==> config.mk <==
export PLATFORM = sky130hd
export DESIGN_NAME = softmax_sched_flat
export DESIGN_NICKNAME = d
export VERILOG_FILES = /design/src/rtl/softmax_sched_pkg.sv /design/src/rtl/softmax_sched_if.sv /design/src/rtl/softmax_sched_ack_watchdog.sv /design/src/rtl/softmax_sched.sv /design/src/flat_wrapper.sv
export SDC_FILE = /design/constraint.sdc
export NUM_CORES = 1
export LEC_CHECK = 0
export BUFFER_PORTS_ARGS = -buffer_cell sky130_fd_sc_hd__buf_4
export CORE_AREA = 2 2 373 375
export CTS_CLUSTER_DIAMETER = 60
export DETAILED_ROUTE_END_ITERATION = 7
export DIE_AREA = 0 0 375 377
export HOLD_SLACK_MARGIN = 0.05
export PLACE_DENSITY = 0.5
export SLEW_MARGIN = 10
export SYNTH_ARGS = -nofsm -noshare
export SYNTH_HDL_FRONTEND = slang
export SYNTH_SLANG_ARGS = --single-unit
==> constraint.sdc <==
create_clock -name clk -period 6.85 [get_ports clk]
set_clock_uncertainty 0.15 [all_clocks]
set_input_delay 1.37 -clock clk [delete_from_list [all_inputs] [get_ports clk]]
set_output_delay 1.37 -clock clk [all_outputs]
set_load 0.1 [all_outputs]
==> src/rtl/softmax_sched_pkg.sv <==
// softmax_pkg: shared definitions for the softmax scheduler slice.
//   state_t   - controller states
//   FP_ZERO   - IEEE-754 single +0.0, used to seed the exponent sum
//   INPUT_NUM - softmax vector length
//   idx_width - width of an element index for a vector of n elements
package softmax_pkg;

    typedef enum logic [2:0] {
        IDLE,
        EXP_RUN,
        EXP_GAP,
        REC_RUN,
        MUL,
        DONE
    } state_t;

    localparam logic [31:0] FP_ZERO = 32'h00000000;
    localparam int INPUT_NUM = 10;

    // Never narrower than one bit, so a single-element vector still gets an index.
    function automatic int idx_width(input int n);
        return (n > 1) ? $clog2(n) : 1;
    endfunction

endpackage

==> src/rtl/softmax_sched_if.sv <==
// softmax_sched_if: start/done handshake, operand/result vectors and the
// ports towards the shared exponent, adder, reciprocal and multiplier units.
//   master - the scheduler: takes start/inputs and unit results, drives
//            status, the result vector and every unit operand/enable
//   slave  - the surrounding system: the mirror image of master
interface softmax_sched_if
    import softmax_pkg::*;
#(
    parameter int DATA_WIDTH = 32
);
    localparam int VEC_WIDTH = DATA_WIDTH * INPUT_NUM;

    logic                  start;
    logic [VEC_WIDTH-1:0]  inputs;
    logic                  busy;
    logic                  done;
    logic                  err;
    logic [VEC_WIDTH-1:0]  outputs;

    logic [DATA_WIDTH-1:0] exp_x;
    logic                  exp_enable;
    logic [DATA_WIDTH-1:0] exp_result;
    logic                  exp_ack;

    logic [DATA_WIDTH-1:0] add_a;
    logic [DATA_WIDTH-1:0] add_b;
    logic [DATA_WIDTH-1:0] add_sum;

    logic [DATA_WIDTH-1:0] rec_number;
    logic                  rec_enable;
    logic [DATA_WIDTH-1:0] rec_result;
    logic                  rec_ack;

    logic [DATA_WIDTH-1:0] mul_a;
    logic [DATA_WIDTH-1:0] mul_b;
    logic [DATA_WIDTH-1:0] mul_result;

    modport master (
        input  start, inputs, exp_result, exp_ack, add_sum, rec_result, rec_ack, mul_result,
        output busy, done, err, outputs, exp_x, exp_enable, add_a, add_b,
               rec_number, rec_enable, mul_a, mul_b
    );

    modport slave (
        output start, inputs, exp_result, exp_ack, add_sum, rec_result, rec_ack, mul_result,
        input  busy, done, err, outputs, exp_x, exp_enable, add_a, add_b,
               rec_number, rec_enable, mul_a, mul_b
    );

endinterface

==> src/rtl/softmax_sched_ack_watchdog.sv <==
// ack_watchdog: times one wait on a shared unit's acknowledge.
//   clk, reset - clock and synchronous active-high reset
//   run        - high while the controller stays in the same wait state;
//                low clears the count (so every state change restarts it)
//   ack        - raw acknowledge from the unit being waited on
//   ack_ok     - ack qualified: ignored in the first cycle of a wait, since
//                the unit may still be presenting an ack from its last job
//   timeout    - the wait has lasted TIMEOUT cycles beyond its first
module ack_watchdog #(
    parameter int TIMEOUT = 1023
) (
    input  logic clk,
    input  logic reset,
    input  logic run,
    input  logic ack,
    output logic ack_ok,
    output logic timeout
);
    localparam int CW = $clog2(TIMEOUT + 1);

    logic [CW-1:0] count;

    // The controller leaves the wait state on timeout, so the count never
    // has to saturate.
    always_ff @(posedge clk) begin
        if (reset || !run) begin
            count <= '0;
        end else begin
            count <= count + 1'b1;
        end
    end

    assign ack_ok  = ack && (count != '0);
    assign timeout = (count == CW'(TIMEOUT));

endmodule

==> src/rtl/softmax_sched.sv <==
// softmax_sched: time-multiplexed 10-way softmax controller. Exponentiates
// each input through one shared exponent unit, accumulates the exponents
// through the shared adder, takes one reciprocal of the sum and scales every
// buffered exponent by it through the shared multiplier.
//   clk, reset - clock and synchronous active-high reset
//   bus        - softmax_sched_if.master: start/busy/done/err handshake,
//                input/result vectors and the shared-unit ports
module softmax_sched
    import softmax_pkg::*;
#(
    parameter int DATA_WIDTH = 32,
    parameter int TIMEOUT    = 1023
) (
    input  logic             clk,
    input  logic             reset,
    softmax_sched_if.master  bus
);
    localparam int IDX_W = idx_width(INPUT_NUM);
    localparam logic [IDX_W-1:0] LAST_IDX = IDX_W'(INPUT_NUM - 1);

    state_t                        state;
    state_t                        state_next;
    logic [IDX_W-1:0]              idx;
    logic [DATA_WIDTH-1:0]         sum;
    logic [DATA_WIDTH-1:0]         rec;
    logic [DATA_WIDTH-1:0]         exp_buf [INPUT_NUM];
    logic [DATA_WIDTH*INPUT_NUM-1:0] out_vec;
    logic                          err;

    logic                          waiting;
    logic                          hold_state;
    logic                          unit_ack;
    logic                          ack_ok;
    logic                          timeout;
    logic                          abort;

    logic [DATA_WIDTH-1:0]         exp_x;
    logic                          exp_enable;
    logic [DATA_WIDTH-1:0]         add_a;
    logic [DATA_WIDTH-1:0]         add_b;
    logic [DATA_WIDTH-1:0]         rec_number;
    logic                          rec_enable;
    logic [DATA_WIDTH-1:0]         mul_a;
    logic [DATA_WIDTH-1:0]         mul_b;

    // Only one unit is ever waited on at a time, so one watchdog serves both.
    assign waiting    = (state == EXP_RUN) || (state == REC_RUN);
    assign unit_ack   = (state == EXP_RUN) ? bus.exp_ack : bus.rec_ack;
    assign hold_state = waiting && (state_next == state);
    assign abort      = waiting && timeout && !ack_ok;

    ack_watchdog #(
        .TIMEOUT (TIMEOUT)
    ) u_watchdog (
        .clk     (clk),
        .reset   (reset),
        .run     (hold_state),
        .ack     (unit_ack),
        .ack_ok  (ack_ok),
        .timeout (timeout)
    );

    always_ff @(posedge clk) begin
        if (reset) begin
            state <= IDLE;
        end else begin
            state <= state_next;
        end
    end

    // An ack that lands together with the timeout still counts as success.
    always_comb begin
        state_next = state;
        case (state)
            IDLE:    if (bus.start) state_next = EXP_RUN;
            EXP_RUN: begin
                if (ack_ok)       state_next = EXP_GAP;
                else if (timeout) state_next = DONE;
            end
            EXP_GAP: state_next = (idx < LAST_IDX) ? EXP_RUN : REC_RUN;
            REC_RUN: begin
                if (ack_ok)       state_next = MUL;
                else if (timeout) state_next = DONE;
            end
            MUL:     if (idx == LAST_IDX) state_next = DONE;
            DONE:    state_next = IDLE;
            default: state_next = IDLE;
        endcase
    end

    // Unit operands are only non-zero while that unit is in use, and the
    // enables fall in the same cycle the watchdog gives up.
    always_comb begin
        exp_x      = '0;
        exp_enable = 1'b0;
        add_a      = '0;
        add_b      = '0;
        rec_number = '0;
        rec_enable = 1'b0;
        mul_a      = '0;
        mul_b      = '0;
        case (state)
            EXP_RUN: begin
                exp_enable = !abort;
                exp_x      = bus.inputs[int'(idx)*DATA_WIDTH +: DATA_WIDTH];
                add_a      = bus.exp_result;
                add_b      = sum;
            end
            REC_RUN: begin
                rec_enable = !abort;
                rec_number = sum;
            end
            MUL: begin
                mul_a = exp_buf[idx];
                mul_b = rec;
            end
            default: ;
        endcase
    end

    // Results and err survive until the next accepted start, which is where
    // the previous run's state is wiped.
    always_ff @(posedge clk) begin
        if (reset) begin
            idx     <= '0;
            sum     <= DATA_WIDTH'(FP_ZERO);
            rec     <= '0;
            err     <= 1'b0;
            out_vec <= '0;
            for (int i = 0; i < INPUT_NUM; i++) begin
                exp_buf[i] <= '0;
            end
        end else begin
            case (state)
                IDLE: begin
                    if (bus.start) begin
                        idx     <= '0;
                        sum     <= DATA_WIDTH'(FP_ZERO);
                        rec     <= '0;
                        err     <= 1'b0;
                        out_vec <= '0;
                    end
                end
                EXP_RUN: begin
                    if (ack_ok) begin
                        exp_buf[idx] <= bus.exp_result;
                        sum          <= bus.add_sum;
                    end else if (abort) begin
                        err <= 1'b1;
                    end
                end
                EXP_GAP: idx <= (idx < LAST_IDX) ? idx + 1'b1 : '0;
                REC_RUN: begin
                    if (ack_ok) begin
                        rec <= bus.rec_result;
                    end else if (abort) begin
                        err <= 1'b1;
                    end
                end
                MUL: begin
                    out_vec[int'(idx)*DATA_WIDTH +: DATA_WIDTH] <= bus.mul_result;
                    idx <= (idx == LAST_IDX) ? '0 : idx + 1'b1;
                end
                default: ;
            endcase
        end
    end

    assign bus.busy       = (state != IDLE);
    assign bus.done       = (state == DONE);
    assign bus.err        = err;
    assign bus.outputs    = out_vec;
    assign bus.exp_x      = exp_x;
    assign bus.exp_enable = exp_enable;
    assign bus.add_a      = add_a;
    assign bus.add_b      = add_b;
    assign bus.rec_number = rec_number;
    assign bus.rec_enable = rec_enable;
    assign bus.mul_a      = mul_a;
    assign bus.mul_b      = mul_b;

endmodule

==> src/flat_wrapper.sv <==
// flat-port wrapper written by rule: the top's interface ports become plain ports
module softmax_sched_flat import softmax_pkg::*;
#(
    parameter int DATA_WIDTH = 32,
    parameter int TIMEOUT    = 1023
)
  (clk, reset, bus_start, bus_inputs, bus_exp_result, bus_exp_ack, bus_add_sum, bus_rec_result, bus_rec_ack, bus_mul_result, bus_busy, bus_done, bus_err, bus_outputs, bus_exp_x, bus_exp_enable, bus_add_a, bus_add_b, bus_rec_number, bus_rec_enable, bus_mul_a, bus_mul_b);
  softmax_sched_if #(.DATA_WIDTH(DATA_WIDTH)) bus_i ();
  input  logic clk;
  input  logic reset;
  input wire logic [$bits(bus_i.start)-1:0] bus_start;
  input wire logic [$bits(bus_i.inputs)-1:0] bus_inputs;
  input wire logic [$bits(bus_i.exp_result)-1:0] bus_exp_result;
  input wire logic [$bits(bus_i.exp_ack)-1:0] bus_exp_ack;
  input wire logic [$bits(bus_i.add_sum)-1:0] bus_add_sum;
  input wire logic [$bits(bus_i.rec_result)-1:0] bus_rec_result;
  input wire logic [$bits(bus_i.rec_ack)-1:0] bus_rec_ack;
  input wire logic [$bits(bus_i.mul_result)-1:0] bus_mul_result;
  output wire logic [$bits(bus_i.busy)-1:0] bus_busy;
  output wire logic [$bits(bus_i.done)-1:0] bus_done;
  output wire logic [$bits(bus_i.err)-1:0] bus_err;
  output wire logic [$bits(bus_i.outputs)-1:0] bus_outputs;
  output wire logic [$bits(bus_i.exp_x)-1:0] bus_exp_x;
  output wire logic [$bits(bus_i.exp_enable)-1:0] bus_exp_enable;
  output wire logic [$bits(bus_i.add_a)-1:0] bus_add_a;
  output wire logic [$bits(bus_i.add_b)-1:0] bus_add_b;
  output wire logic [$bits(bus_i.rec_number)-1:0] bus_rec_number;
  output wire logic [$bits(bus_i.rec_enable)-1:0] bus_rec_enable;
  output wire logic [$bits(bus_i.mul_a)-1:0] bus_mul_a;
  output wire logic [$bits(bus_i.mul_b)-1:0] bus_mul_b;
  assign bus_i.start = bus_start;
  assign bus_i.inputs = bus_inputs;
  assign bus_i.exp_result = bus_exp_result;
  assign bus_i.exp_ack = bus_exp_ack;
  assign bus_i.add_sum = bus_add_sum;
  assign bus_i.rec_result = bus_rec_result;
  assign bus_i.rec_ack = bus_rec_ack;
  assign bus_i.mul_result = bus_mul_result;
  assign bus_busy = bus_i.busy;
  assign bus_done = bus_i.done;
  assign bus_err = bus_i.err;
  assign bus_outputs = bus_i.outputs;
  assign bus_exp_x = bus_i.exp_x;
  assign bus_exp_enable = bus_i.exp_enable;
  assign bus_add_a = bus_i.add_a;
  assign bus_add_b = bus_i.add_b;
  assign bus_rec_number = bus_i.rec_number;
  assign bus_rec_enable = bus_i.rec_enable;
  assign bus_mul_a = bus_i.mul_a;
  assign bus_mul_b = bus_i.mul_b;
  softmax_sched #(.DATA_WIDTH(DATA_WIDTH), .TIMEOUT(TIMEOUT)) u_core (.clk(clk), .reset(reset), .bus(bus_i));
endmodule
==> impl_metrics.tcl <==
set metrics [dict create \
    status "finished, final reports clean" \
    synth_top_cell_area_share 0.379 \
    period_minus_slack_ns 5.29 \
    pin_count 970 \
    final_layout_size_suffix_gt1_frac 0.349 \
    p_leak_nw 19.9 \
    dp_cells 5778 \
    fp.dieArea_um2 141000 \
    register_area_um2 23500 \
    ys_async_sr_fraction 0 \
    power_density_nw_per_um2 243 \
    cts_hold_buf 0 \
    synth.area.top_cells "edfxtp_1, dfxtp_1, mux4_2" \
    end_kind "output port" \
    start_kind "register" \
    seq_power_share 0.459 \
    viasPerCell 5.30 \
    cts_max_path_buffers 3 \
    crit_arrival_ns 3.77 \
    start_util 0.296 \
    crit_type "register to output port" \
    p_comb_frac 0.108 \
    crit_required_ns 5.33 \
    cts_resized 0 \
    p_clk_frac 0.432 \
    hold_violations 0 \
    portBuffers 969 \
    multiInputGateArea_um2 15800 \
    dp_hpwl_mm 134 \
    num_rows 136 \
    synth.largest_area_cell "edfxtp_1" \
    drc 0 \
    die-height_um 377 \
    synth_edf_count 512 \
    synth_ff_type "edfxtp_1" \
    gp_congestion 0.969 \
    core-area_um2 137000 \
    ant_nets 0 \
    cts_tree "done" \
    fin_nets 4555 \
    fin_setup_tns_ns 0 \
    synth_area_um2 40600 \
    grt_usage 0.259 \
    drt_pass1_iterations 6 \
    grt_max_degree 209 \
    antenna_found_initial 56 \
    cts.sinks 918 \
    worstHoldPathType "register to register" \
    worst-path-max-fanout 48 \
    maxCapViolations 0 \
    postCtsSetupBuffers 0 \
    cts_root_buffer "clkbuf_16" \
    insertion_delay_ns 0.74 \
    fin_cells 6004 \
    synth_cell_types 61 \
    grt-ovfl-total 0 \
    max_freq_mhz 189 \
    seq_area_frac_synth 0.579 \
    wl_mm 190 \
    swShare 0.265 \
    slew_violations 0 \
    syn-num-nets 3774 \
    ys_warn_count 0 \
    cts_buffers 107 \
    die_x_um 375 \
    setup_viol 0 \
    grt_pass1_wl_mm 257 \
    p_sw_mw 3.41 \
    clk_pin_slew_worst_paths_ns 0.06 \
    worst_slew_pin_slew_ns 1.12 \
    h-tree-depth 3 \
    period_share 0.772 \
    fillCellCount 13293 \
    max-slew-margin-rel 0.230 \
    grt_pass1_vias 30919 \
    internal-power_mw 9.47 \
    area_delta_synth_final_pct 30.6 \
    wl_per_cell_um 31.6 \
    drtIter0Drc 3245 \
    synth.avg_cell_area_um2 12.2 \
    rsz0062_at_grt "false" \
    syn_inst 3312 \
    ir_drop_mv 0.220 \
    ys_seq_elements 918 \
    vias 31812 \
]
==> area by class of cell <==
cell class / count / area share
Antenna cell: 29 / 0.00137
Clock buffer: 142 / 0.0552
Clock inverter: 55 / 0.00926
Inverter: 8 / 0.000567
Multi-Input combinational cell: 2016 / 0.298
Sequential cell: 918 / 0.444
Tap cell: 1794 / 0.0424
Timing Repair Buffer: 1042 / 0.149
==> path summary, 6_finish.rpt <==
path / from / to / slack [ns] / cells past startpoint
hold reg to reg: u_core.bus.outputs[171] / u_core.bus.outputs[171] / 0.32 / 2
setup / recovery: u_core.idx[2] / bus_exp_x[8] / 1.56 / 4
setup reg to reg: u_core.idx[0] / u_core.bus.outputs[147] / 2.59 / 7
hold / removal: u_core.bus.outputs[171] / u_core.bus.outputs[171] / 0.32 / 2
==> worst max-delay path: stages (launching register included) <==
cell and delay, ns:
dfxtp_4 0.58, nor2b_1 0.49, nand3_2 0.80, o22ai_1 0.71
buf_4 0.39
==> power groups by stage <==
stage / registers (mW) / clock network, mW / logic (mW)
after global placement: 6.03 / 0 / 1.40
after floorplan: 5.99 / 0 / 0.817
final: 5.91 / 5.57 / 1.40
after global routing: 5.92 / 5.91 / 1.45
after CTS: 5.92 / 5.68 / 1.40
after detailed placement: 6.03 / 0 / 1.40
==> metal layers <==
metal | wire [µm] | part of all wire | track usage | up-vias
met2 | 89700 | 0.47 | 0.414 | 1263
met3 | 14100 | 0.074 | 0.0693 | 316
met1 | 76000 | 0.40 | 0.325 | 16284
met5 | 214 | 0.0011 | 0 | -
li1 | - | - | - | 13917
met4 | 9640 | 0.051 | 0.123 | 32
==> stage by stage <==
| stage | power [mW] | util | worst slack (ns) | area [µm²] | hold WS [ns] |
|---|---|---|---|---|---|
| final | 12.9 | 0.387 | 1.56 | 53000 | 0.316 |
| after detailed placement | 7.43 | 0.361 | 1.82 | 49500 | 0.305 |
| after floorplan | 6.81 | - | 1.07 | 40600 | 0.292 |
| after global routing | 13.3 | 0.387 | 1.40 | 52900 | 0.330 |
| after CTS | 13.0 | 0.386 | 1.47 | 52900 | 0.315 |
| after global placement | 7.43 | 0.361 | 1.93 | 49500 | 0.301 |
==> cells in the mapped netlist, drive strengths merged, types with 4 or more instances <==
| cell type | n |
|---|---|
| a211oi | 7 |
| a21oi | 233 |
| a22o | 32 |
| a22oi | 64 |
| a32oi | 32 |
| and2 | 424 |
| and3 | 35 |
| and4 | 8 |
| buf | 88 |
| clkbuf | 282 |
| dfxtp | 406 |
| edfxtp | 512 |
| ha | 9 |
| inv | 8 |
| mux2i | 161 |
| mux4 | 192 |
| nand2 | 112 |
| nand3 | 364 |
| nand4 | 37 |
| nor2 | 113 |
| nor2b | 7 |
| nor3 | 12 |
| nor3b | 4 |
| o211ai | 35 |
| o21ai | 6 |
| o22ai | 64 |
| o31ai | 4 |
| or2 | 5 |
| or3 | 4 |
| xnor2 | 4 |
| xor2 | 9 |
==> state kept, by name (all words and copies together), names as in the netlist, named ones only <==
name and flops:
u_core.state 3, u_core.exp_buf 512, u_core.bus.err 1, u_core.sum 32, u_core.bus.outputs 320, u_core.rec 32, u_core.idx 4, u_core.u_watchdog.count 10
==> cells in the final DEF (no fill, tap or decap), types with 9 or more instances in the layout <==
cell type	count
buf_4	1037
edfxtp_1	512
and2_1	423
dfxtp_1	399
nand3_1	363
a21oi_1	233
mux4_2	192
mux2i_1	161
nand2_1	111
clkbuf_16	108
nor2_1	104
o22ai_1	64
a22oi_1	64
nand4_1	37
o211ai_1	35
and3_1	34
a22o_1	32
a32oi_1	32
diode_2	29
clkbuf_1	24
clkinv_1	16
clkinv_2	14
xor2_1	9
ha_1	9
clkbuf_8	9
==> cell families (layout without fill, tap and decap cells) <==
| family | after synthesis | after routing | share of synthesized area |
|---|---|---|---|
| simple gates | 1142 | 1142 | 0.153 |
| flops | 918 | 918 | 0.579 |
| compound gates | 499 | 499 | 0.0790 |
| buf+inv | 378 | 1247 | 0.0371 |
| mux | 353 | 353 | 0.146 |
| xor+xnor | 13 | 13 | 0.00281 |
| fa+ha+maj | 9 | 9 | 0.00278 |
| other cells | 0 | 29 | 0 |
Note: power is estimated with default switching activity, not from simulation.
